===== src/rtl/score_pkg.sv =====
// Shared sequencer state encoding and score word field layout.
package score_pkg;

  typedef enum logic [2:0] {
    ST_IDLE    = 3'd0,
    ST_FETCH   = 3'd1,
    ST_LOAD    = 3'd2,
    ST_PLAY    = 3'd3,
    ST_ADVANCE = 3'd4,
    ST_DONE    = 3'd5
  } seq_state_e;

  // Score word is {note, dur}: dur sits at bit 0, note directly above it.
  localparam int unsigned DUR_LSB   = 0;
  localparam int unsigned NOTE_REST = 0;

endpackage


===== src/rtl/beat_counter.sv =====
// Beat counter with clear, count enable and a terminal-count look-ahead compare.
module beat_counter #(
  parameter int unsigned WIDTH = 4
) (
  input  logic             clk,
  input  logic             rst,
  input  logic             clear,
  input  logic             en,
  input  logic [WIDTH-1:0] limit,
  output logic             tc_next
);

  logic [WIDTH-1:0] count_q;
  logic [WIDTH-1:0] count_d;
  logic [WIDTH:0]   next_ext;
  logic [WIDTH:0]   limit_eff;
  logic             load_en;

  // tc_next is high when one more accepted beat completes the note; a zero limit counts as one beat.
  always_comb begin
    limit_eff = (limit == '0) ? (WIDTH+1)'(1) : {1'b0, limit};
    next_ext  = {1'b0, count_q} + (WIDTH+1)'(1);
    tc_next   = (next_ext == limit_eff);
    load_en   = clear || en;
    count_d   = clear ? '0 : next_ext[WIDTH-1:0];
  end

  dffre #(.WIDTH(WIDTH)) u_count (
    .clk (clk),
    .rst (rst),
    .en  (load_en),
    .d   (count_d),
    .q   (count_q)
  );

endmodule


===== src/rtl/dffre.sv =====
// Register with synchronous active-high reset and load enable.
module dffre #(
  parameter int unsigned WIDTH = 1
) (
  input  logic             clk,
  input  logic             rst,
  input  logic             en,
  input  logic [WIDTH-1:0] d,
  output logic [WIDTH-1:0] q
);

  always_ff @(posedge clk) begin
    if (rst) begin
      q <= '0;
    end else if (en) begin
      q <= d;
    end
  end

endmodule


===== src/rtl/note_sequencer.sv =====
// Steps through a {note, dur} score ROM, holding each note for dur tempo beats.
// Define NOTE_SEQUENCER_LOOP_EN to wrap after the last entry instead of stopping in DONE.
module note_sequencer
  import score_pkg::*;
#(
  parameter int unsigned POS_BITS   = 8,
  parameter int unsigned ARRAY_SIZE = 256,
  parameter int unsigned NOTE_BITS  = 6,
  parameter int unsigned DUR_BITS   = 4
) (
  input  logic                          clk,
  input  logic                          rst,
  input  logic                          play,
  input  logic                          beat,
  input  logic [POS_BITS-1:0]           pos,
  input  logic [NOTE_BITS+DUR_BITS-1:0] rom_data,
  output logic                          advance,
  output logic [NOTE_BITS-1:0]          note,
  output logic                          note_valid,
  output logic                          done
);

  localparam int unsigned NOTE_LSB = DUR_LSB + DUR_BITS;

  seq_state_e           state_q, state_d;
  logic [NOTE_BITS-1:0] note_q, note_d;
  logic [DUR_BITS-1:0]  dur_q, dur_d;
  logic                 cnt_clear;
  logic                 cnt_en;
  logic                 cnt_tc;
  logic                 at_last;
  logic                 stop_at_end;

  assign at_last = (pos == POS_BITS'(ARRAY_SIZE - 1));

`ifdef NOTE_SEQUENCER_LOOP_EN
  logic unused_at_last;
  assign unused_at_last = at_last;
  assign stop_at_end    = 1'b0;
  assign done           = 1'b0;
`else
  assign stop_at_end = at_last;
  assign done        = (state_q == ST_DONE);
`endif

  beat_counter #(.WIDTH(DUR_BITS)) u_beat_counter (
    .clk     (clk),
    .rst     (rst),
    .clear   (cnt_clear),
    .en      (cnt_en),
    .limit   (dur_q),
    .tc_next (cnt_tc)
  );

  always_ff @(posedge clk) begin
    if (rst) begin
      state_q <= ST_IDLE;
      note_q  <= '0;
      dur_q   <= '0;
    end else begin
      state_q <= state_d;
      note_q  <= note_d;
      dur_q   <= dur_d;
    end
  end

  // Outside IDLE and DONE a low play level freezes the state, so every transition is gated by play.
  always_comb begin
    state_d   = state_q;
    note_d    = note_q;
    dur_d     = dur_q;
    cnt_clear = 1'b0;
    cnt_en    = 1'b0;
    case (state_q)
      ST_IDLE: begin
        if (play) state_d = ST_FETCH;
      end
      ST_FETCH: begin
        if (play) state_d = ST_LOAD;
      end
      ST_LOAD: begin
        if (play) begin
          note_d    = rom_data[NOTE_LSB +: NOTE_BITS];
          dur_d     = rom_data[DUR_LSB +: DUR_BITS];
          cnt_clear = 1'b1;
          state_d   = ST_PLAY;
        end
      end
      ST_PLAY: begin
        if (play && beat) begin
          cnt_en = 1'b1;
          if (cnt_tc) state_d = stop_at_end ? ST_DONE : ST_ADVANCE;
        end
      end
      ST_ADVANCE: begin
        if (play) state_d = ST_FETCH;
      end
      ST_DONE: begin
        state_d = ST_DONE;
      end
      default: begin
        state_d = ST_IDLE;
      end
    endcase
  end

  // advance is qualified by play so a paused ADVANCE state cannot bump the position counter twice.
  assign advance    = (state_q == ST_ADVANCE) && play;
  assign note       = note_q;
  assign note_valid = (state_q == ST_PLAY) && play && (note_q != NOTE_BITS'(NOTE_REST));

endmodule

===== config.mk =====
export PLATFORM = sky130hd
export DESIGN_NAME = note_sequencer
export DESIGN_NICKNAME = d
export VERILOG_FILES = /design/src/rtl/score_pkg.sv /design/src/rtl/beat_counter.sv /design/src/rtl/dffre.sv /design/src/rtl/note_sequencer.sv
export SDC_FILE = /design/constraint.sdc
export NUM_CORES = 1
export LEC_CHECK = 0
export CAP_MARGIN = 20
export CORE_UTILIZATION = 43
export DETAILED_ROUTE_END_ITERATION = 7
export HOLD_SLACK_MARGIN = 0.02
export PLACE_DENSITY = 0.78
export REMOVE_ABC_BUFFERS = 1
export SLEW_MARGIN = 20
export SYNTH_ARGS = -nofsm -noshare
export SYNTH_HDL_FRONTEND = slang
export SYNTH_SLANG_ARGS = --single-unit

===== constraint.sdc =====
create_clock -name clk -period 2.5 [get_ports clk]
set_clock_uncertainty 0.2 [all_clocks]
set_input_delay 0.625 -clock clk [delete_from_list [all_inputs] [get_ports clk]]
set_output_delay 0.625 -clock clk [all_outputs]
set_load 0.005 [all_outputs]

### Word-level counts from Yosys, hierarchy flattened

Cells that the tools add are included.

* register bits: 17
* input port bits: 22
* logic and storage cells: 41

* add/subtract/negate cells: 1
* eq/ne operators: 12
* muxes and demuxes: 13
* reductions and logical operators: 11

Operators with widths (count)
* two-way mux 3 bit: 5
* case mux 3 bit (5 select lines): 1
* == test 8 bit (second input constant): 1
* two-way mux 4 bit: 2
* != test 2 bit (second input constant): 4
* == test 3 x 2 -> 1 bit (second input constant): 2
* == test 3 bit (second input constant): 2
* nonzero test 6 bit: 1
* adder 4 x 1 -> 5 bit (second input constant): 1
* == test 5 bit: 1
* two-way mux 1 bit: 5
* AND reduction 5 bit: 1
* logical AND 1 bit: 4
* logical NOT 4 bit: 1
* == test 3 x 1 -> 1 bit (second input constant): 1
* logical NOT 3 bit: 1
* != test 2 x 1 -> 1 bit (second input constant): 1
* AND reduction 2 bit: 1
* OR reduction 2 bit: 1
* logical OR 1 bit: 1

### Logic depth before layout (Yosys ltp)

Gate-level depths: netlist (run 1).

* word-level depth: 6
* depth in mapped cells: 5

### Modules after synthesis

From an unflattened synthesis (run 1), not the netlist that was laid out.

* cells, all modules: 109
* area, all modules: 854.6 um2

Modules (own cells, without submodules)
* note_sequencer: instances 1, cells an instance 75, area each 564.3 um2, seq. area each 260.2 um2
* beat_counter: instances 1, cells an instance 21, area each 150.1 um2, seq. area each 0.0 um2
* dffre: instances 1, cells an instance 13, area each 140.1 um2, seq. area each 80.1 um2

### Worst setup path after synthesis (run 1)

OpenSTA, ideal clock, no wires.

* kind: register to output
* from: register note_q[2] (netlist: note[2])
* to: output port note_valid
* data arrival time: 1060 ps
* data required time: 1675 ps
* path slack: 615 ps
* cell stages (with the launch flop): 3
* path through: dfxtp_1 -> or4_1 -> o31a_1

* word-level cells in the longest chain between the ends: 2

Ends and longest elaborated chain
* start, declared: line note_sequencer.sv:26 `logic [NOTE_BITS-1:0] note_q, note_d;`
* start signal, assigned: line note_sequencer.sv:62 `note_q <= note_d;`
* nonzero test 6 bit: line note_sequencer.sv:110 `assign note_valid = (state_q == ST_PLAY) && play && (note_q != NOTE_BITS'(NOTE_REST));`
* logical AND 1 bit: line note_sequencer.sv:110
* end, declared: line note_sequencer.sv:19 `output logic note_valid,`

No other way between the ends.

### Worst setup path after layout (run 1)

Ends and elaborated chain as after synthesis.

==> flow_summary.yaml, run 1 <==
grt:
  grt_pass1_wl_um: 3110
  grt_pass1_vias: 728
  grt_max_degree: 13
  grt_usage_pct: 20.5
  overflow: 0
  antenna_found_initial: 0
clocking:
  cts.sinks: 17
  htree_num_levels: 1
  cts_root_buf: "clkbuf_4"
  cts.path.max_buffers: 2
  cts_tree: "done"
  path_clk_slew_ns: 0.10
  numCtsBuffers: 3
  worstSkewPairLatency_ns: 0.30
power:
  irDropWorstVdd_mv: 0.233
  total_leakage_power_uw: 0.000463
  power_density_nw_per_um2: 420
layout:
  layout_commonest_cell: "clkdlybuf4s50_1"
  n_antenna_cell: 0
  syn_to_final_growth_pct: 45.7
  layout-drive-gt1-share_pct: 10.5
  final_cell_area_um2: 1240
  final_cell_mix: "clkdlybuf4s50_1 (27), nand2_1 (25), dfxtp_1 (16)"
  nNetsFinal: 167
  fin_util_pct: 69.0
  num-fill-cells: 173
routing:
  via_count: 875
  vias_per_cell: 5.21
  drt_iter0_markers: 16
  wl_per_cell_um: 12.2
  wirelength_um: 2050
  dr.pass1.iters: 4
  remaining_drc_errors: 0
  postRouteAntennaNets: 0
timing:
  setup_viol: 0
  rsz0062_at_grt: "no"
  period_minus_slack_ns: 2.40
  worstMarginPinSlew_ns: 0.317
  fmax_mhz: 417
  slew_viol_final: 0
  tns_ns: 0
  slew-limit-headroom_pct: 78.8
  post-route-period-util_pct: 95.9
  hold_violations: 0
critical_path:
  crit_arrival_ns: 1.57
  path_max_fanout: 2
  setup.worst_path.end_class: "primary output"
  worst-setup-path-type: "flop to primary output"
  required_ns: 1.67
  cp-start-kind: "flop"
die:
  fp.coreArea_um2: 1800
  rows: 15
  die_h_um: 46.5
  dieArea_um2: 2170
  io_pins: 31
  die_w_um: 46.5
  start_util_pct: 47.4
synthesis:
  avgSynthCellArea_um2: 7.97
  ys_ff_latch: 17
  ys_seq_area_share_pct: 39.9
  synth_cell_type_count: 32
  syn_inst: 107
  yosysWarnings: 0
  netlist_area_um2: 853
placed_design:
  port_buffers: 30
  post_dp_cell_area_um2: 1210
  hpwl_um: 1560
  gp_congestion: 0.833
job:
  maxCapViolations: 0
run_status:
  outcome: "completed"
hold_path:
  hp-class: "flop to flop"
==> worst max-delay path: stages, from the launching register on <==
cell and delay [ns]:
dfxtp_2 0.34, or4_4 0.52, o31a_1 0.31, clkbuf_2 0.11
==> logic make-up after synthesis <==
kind of cell,Yosys count,synth area share (%)
AND/OR/NAND/NOR,54,32.3
AO/OA/AOI/OAI,21,14.7
flip-flops,17,39.9
XOR/XNOR,6,6.16
buffers and inverters,6,3.08
multiplexers,2,2.49
adder cells (fa/ha/maj),1,1.47
==> layer usage <==
layer  up-vias  GRT usage, %  part of all wire [%]
met5         -             0                     0
met1       410          25.7                    47
met4         0          14.1                   2.7
met2        13          33.1                    49
li1        447             -                     -
met3         5          1.18                   1.7
==> cells in the mapped netlist (all sizes together) <==
master	n	share of area [%]
nand2	25	11
dfxtp	17	40
a21oi	13	7.6
nand3	6	3.5
nor3	4	2.3
buf	3	1.8
nand4	3	2.2
nor2	3	1.3
xnor2	3	3.1
xor2	3	3.1
and2	2	1.5
and3	2	1.5
clkbuf	2	0.88
nand2b	2	1.5
nor3b	2	2.3
o21ai	2	1.2
a31oi	1	0.73
a32o	1	1.2
and4b	1	1.2
ha	1	1.5
inv	1	0.44
mux2	1	1.3
mux2i	1	1.2
nand4bb	1	1.3
nor2b	1	0.73
o2111a	1	1.3
o21a	1	0.88
o22ai	1	0.73
o31a	1	1.0
or3b	1	1.0
or4	1	0.88
==> metrics by stage <==
| stage | worst slack (ns) | std cells | total power (uW) | hold WS (ns) |
|---|---|---|---|---|
| floorplan | 0.615 | 102 | 321 | 0.243 |
| global placement | -0.312 | 163 | 375 | 0.260 |
| detailed placement | -0.311 | 163 | 377 | 0.262 |
| CTS | 0.00189 | 168 | 528 | 0.277 |
| global route | 0.0611 | 168 | 544 | 0.302 |
| finish | 0.103 | 168 | 522 | 0.279 |
==> area by class of cell <==
cell class	instances	area (um^2)	area share (%)
Clock inverter	1	5.00	0.402
Clock buffer	3	22.5	1.81
Tap cell	25	31.3	2.52
Timing Repair Buffer	37	349	28.1
Sequential cell	17	342	27.5
Multi-Input combinational cell	84	490	39.4
Inverter	1	3.75	0.302
==> final timing paths <==
path | from | to | slack, ns | cells past startpoint
worst max register to register | u_beat_counter.u_count.q[0] | state_q[0] | 0.59 | 5
worst max-delay path | note[2] | note_valid | 0.10 | 3
worst min register to register | note[0] | note[0] | 0.28 | 2
worst min-delay path | note[0] | note[0] | 0.28 | 2
==> sequential cells by signal, indices dropped and copies added, names as in the netlist <==
name,count
dur_q,4
note,6
state_q,3
u_beat_counter.u_count.q,4
==> power by group <==
part | leakage [uW] | switching (uW) | internal, uW | total (uW)
Clock | 0.0000177 | 90.3 | 59.7 | 150
Combinational | 0.000307 | 30.2 | 53.8 | 84.0
Sequential | 0.000138 | 10.3 | 278 | 288
==> repair_timing <==
action,CTS,global route
setup endpoints to repair,2,2
pin swaps,0,1
resized for setup,3,4
buffers inserted,1,0
hold buffers,0,0
No activity file was read; power rests on OpenSTA's default activity.
==> inputs of run 2 (changes only) <==
CORE_UTILIZATION = 55   (was 43)
DONT_BUFFER_PORTS = 1   (was default)
PLACE_DENSITY = 0.7   (was 0.78)
REMOVE_ABC_BUFFERS = default   (was 1)
==> run 2 against run 1 <==
Effect of this change: register-to-register slack about the same; total power decreased by 11%; sequential share of layout area increased by 11 points; flip-flop and latch count unchanged; first-iteration DRC count decreased by 56%; worst setup slack improved by 0.14 ns; design area decreased by 29%; combinational power decreased by 59%; worst hold slack got worse by 0.087 ns; via count decreased by 20%; critical path type unchanged; largest cell class unchanged; largest power group unchanged; highest routed layer unchanged.
==> flow_summary.yaml, run 2 (same netlist as run 1, synthesis figures left out) <==
run_status:
  outcome: "completed"
critical_path:
  crit_chain: "or4_1 > o31a_1"
  crit_arrival_ns: 1.43
  path_max_fanout: 3
  cp-start-kind: "flop"
  crit_path_max_incr_delay_ns: 0.53
  worst-setup-path-type: "flop to primary output"
  worst-path-buf-inv: 0
  rrSetupSlack_ns: 0.59
  cp_top_family: "simple AND/OR/NAND/NOR gates"
  setup.worst_path.end_class: "primary output"
  crit_slowest_cell: "or4_1"
  required_ns: 1.67
hold_path:
  hp-class: "input port to flop"
clocking:
  cts_resized: 0
  cts_tree: "done"
  cts.path.max_buffers: 2
  cts_root_buf: "clkbuf_4"
  htree_num_levels: 1
  cts.sinks: 17
  numCtsBuffers: 3
  worstSkewPairLatency_ns: 0.28
  ctsHoldBuffers: 0
  path_clk_slew_ns: 0.10
  cts_setup_buffers: 0
grt:
  grt_pass1_vias: 570
  overflow: 0
  grt_pass1_wl_um: 2370
  grt_usage_pct: 21.5
  antenna_found_initial: 0
  grt_max_degree: 19
routing:
  wl_per_cell_um: 13.5
  drt_iter0_markers: 7
  remaining_drc_errors: 0
  vias_per_cell: 5.76
  dr.pass1.iters: 3
  postRouteAntennaNets: 0
  via_count: 703
  wirelength_um: 1650
power:
  irDropWorstVdd_mv: 0.290
  finalPower_uw: 467
  total_leakage_power_uw: 0.000300
  power_density_nw_per_um2: 528
timing:
  post-route-period-util_pct: 90.3
  slew_viol_final: 0
  worstMarginPinSlew_ns: 0.550
  tns_ns: 0
  period_minus_slack_ns: 2.26
  hold_violations: 0
  setup_viol: 0
  fmax_mhz: 443
  rsz0062_at_grt: "no"
  slew-limit-headroom_pct: 63.1
  hold_ws_ns: 0.191
layout:
  num-fill-cells: 132
  largest_register_ffs: 6
  fin_util_pct: 64.7
  final_cell_area_um2: 885
  syn_to_final_growth_pct: 3.67
  seqCellArea_um2: 340
  nNetsFinal: 131
  layout_commonest_cell: "nand2_1"
  multi_input_area_um2: 487
  final_cell_mix: "nand2_1 (25), dfxtp_1 (17), a21oi_1 (13)"
  layout-drive-gt1-share_pct: 5.61
  n_antenna_cell: 0
die:
  die_h_um: 41.4
  start_util_pct: 62.5
  dieArea_um2: 1710
  die_w_um: 41.4
  io_pins: 31
  fp.coreArea_um2: 1370
  rows: 13
placed_design:
  post_dp_cell_area_um2: 857
  gp_congestion: 0.706
  port_buffers: 0
  hpwl_um: 1190
job:
  maxCapViolations: 0
synthesis:
  synth_fp_nets: 130
[run 2: routing by layer]
metal | track usage (%) | wire [um] | up-vias
met5 | 0 | 0 | -
met4 | 9.68 | 6 | 0
met3 | 3.72 | 78 | 2
met2 | 32.8 | 761 | 20
met1 | 29.3 | 803 | 307
li1 | - | - | 374
[run 2: power by group]
| part | internal (uW) | switching (uW) | leakage, uW |
|---|---|---|---|
| Combinational | 16.9 | 17.5 | 0.000145 |
| Clock | 59.3 | 84.9 | 0.0000177 |
| Sequential | 278 | 10.6 | 0.000138 |
| Total | 354 | 113 | 0.000300 |
[run 2: final timing paths]
kind	start	end	cells past startpoint
setup / recovery	note[2]	note_valid	2
hold / removal	rst	note[5]	1
setup reg to reg	u_beat_counter.u_count.q[0]	state_q[0]	5
hold reg to reg	dur_q[0]	dur_q[0]	2
[run 2: through the flow]
stage          cells  worst slack [ns]
2_1_floorplan    107             0.615
3_3_place_gp     118             0.561
3_5_place_dp     118             0.558
4_1_cts          122             0.231
5_1_grt          122             0.179
6_report         122             0.243
[run 2: area by class of cell]
| cell class | instances | area share, % |
|---|---|---|
| clock buffers | 3 | 2.55 |
| repair buffers | 1 | 0.849 |
| clock inverters | 1 | 0.566 |
| multi-input cells | 84 | 55.0 |
| well taps | 15 | 2.12 |
| inverters | 1 | 0.424 |
| flip-flops and latches | 17 | 38.5 |
==> inputs of run 3 (changes only) <==
CORE_UTILIZATION = 50   (was 55)
CTS_BUF_LIST = sky130_fd_sc_hd__clkbuf_8   (was default)
PLACE_DENSITY = default   (was 0.7)
SKIP_CTS_REPAIR_TIMING = 1   (was default)
==> run 3 against run 2 <==
Effect of this change: routed wire length grew 6.5%; sequential share of layout area is 0.80 points lower; non-clock buffer count unchanged; clock power is 42% higher; worst hold slack gained 0.035 ns; design area up 2.1%; largest power group unchanged.
==> flow_summary.yaml, run 3 (same netlist as run 1, synthesis figures left out) <==
grt:
  antenna_found_initial: 0
  grt_usage_pct: 21.6
  grt_pass1_wl_um: 2900
  grt_pass1_vias: 656
  grt_max_degree: 19
  overflow: 0
power:
  total_leakage_power_uw: 0.000309
  irDropWorstVdd_mv: 0.380
  p_switching_uw: 124
  power_frac_seq_pct: 54.7
  comb_power_share_pct: 6.5
  internal_power_uw: 404
  p_clk_share_pct: 38.8
  power_density_nw_per_um2: 585
  p_sw_share_pct: 23.5
timing:
  setup_viol: 0
  slew-limit-headroom_pct: 60.4
  fmax_mhz: 453
  rsz0062_at_grt: "no"
  worstMarginPinSlew_ns: 0.590
  period_minus_slack_ns: 2.21
  layout_setup_ws_ns: 0.290
  slew_viol_final: 0
  tns_ns: 0
  post-route-period-util_pct: 88.4
  hold_violations: 0
placed_design:
  hpwl_um: 1230
  dp_cells: 119
  pre_cts_slack_ns: 0.564
  gp_congestion: 0.806
  port_buffers: 0
clocking:
  cts.path.max_buffers: 2
  worstSkewPairLatency_ns: 0.26
  numCtsBuffers: 3
  cts.sinks: 17
  htree_num_levels: 1
  cts_root_buf: "clkbuf_8"
  cts_tree: "done"
  path_clk_slew_ns: 0.07
routing:
  wirelength_um: 1760
  postRouteAntennaNets: 0
  dr.pass1.iters: 4
  remaining_drc_errors: 0
  via_count: 745
  vias_per_cell: 6.06
  wl_per_cell_um: 14.3
  drt_iter0_markers: 16
hold_path:
  hp-class: "input port to flop"
layout:
  stdcell_count: 123
  nNetsFinal: 131
  layout_commonest_cell: "nand2_1"
  largest_register_ffs: 6
  final_cell_mix: "nand2_1 (25), dfxtp_1 (17), a21oi_1 (13)"
  n_antenna_cell: 0
  syn_to_final_growth_pct: 5.87
  layout-drive-gt1-share_pct: 4.67
critical_path:
  cp-start-kind: "flop"
  path_max_fanout: 3
  crit_arrival_ns: 1.38
  crit_path_end: "note_valid"
  crit_path_max_incr_delay_ns: 0.52
  reg2reg_to: "state_q[0]"
  setup.worst_path.end_class: "primary output"
  rrSetupSlack_ns: 0.64
  required_ns: 1.67
  crit_chain: "or4_1 > o31a_1"
  reg2reg_from: "u_beat_counter.u_count.q[0]"
  crit_path_start: "note[2]"
  worst-setup-path-type: "flop to primary output"
  r2r_cells: 5
  crit_slowest_cell: "or4_1"
die:
  die_w_um: 43.3
  die_h_um: 43.3
  start_util_pct: 55.4
  fp.coreArea_um2: 1540
  rows: 14
  io_pins: 31
  dieArea_um2: 1880
job:
  maxCapViolations: 0
run_status:
  outcome: "completed"
synthesis:
  synth_fp_nets: 130
## run 3: cell count changes in the layout (fill, tap and decap cells not counted), sizes merged
cell    previous run  this run
clkinv             1         0
inv                1         2
## run 3: how the worst min path moves through the flow
stage                   from        to  slack (ns)  cells past startpoint
floorplan           dur_q[0]  dur_q[0]        0.25                      2
global placement    dur_q[0]  dur_q[0]        0.26                      2
detailed placement  dur_q[0]  dur_q[0]        0.27                      2
CTS                      rst   note[0]        0.23                      1
global route             rst   note[4]        0.22                      1
finish                   rst   note[0]        0.23                      1
## run 3: area by class of cell
class | instances | area, um^2
repair buffers | 1 | 7.51
inverters | 1 | 3.75
flip-flops and latches | 17 | 340
well taps | 16 | 20.0
fillers | 157 | 638
clock buffers | 3 | 41.3
clock inverters | 1 | 3.75
multi-input cells | 84 | 487
## run 3: routing by layer
metal,track usage (%),part of all wire [%]
met2,33.4,45
met5,0,0
met4,14.5,2.9
met1,25.3,45
met3,6.81,7.2
## run 3: power by group through the flow
| stage | clock network [uW] | registers (uW) | logic (uW) |
|---|---|---|---|
| after floorplan | 0 | 289 | 37.1 |
| after global placement | 0 | 295 | 34.2 |
| after detailed placement | 0 | 295 | 34.5 |
| after CTS | 209 | 289 | 34.7 |
| after global routing | 223 | 290 | 40.0 |
| final | 205 | 289 | 34.6 |
## run 3: metrics by stage
stage,power (uW),hold slack (ns),area [um^2],util (%)
after floorplan,327,0.249,853,-
after global placement,329,0.258,858,55.7
after detailed placement,330,0.265,858,55.7
after CTS,533,0.225,903,58.6
after global routing,553,0.219,903,58.6
final,528,0.227,903,58.6
## run 3: critical path, delay by kind of cell, from the launching register on
| kind | cells | cell delay, ns |
|---|---|---|
| AO/OA/AOI/OAI | 1 | 0.27 |
| flip-flops | 1 | 0.33 |
| AND/OR/NAND/NOR | 1 | 0.52 |
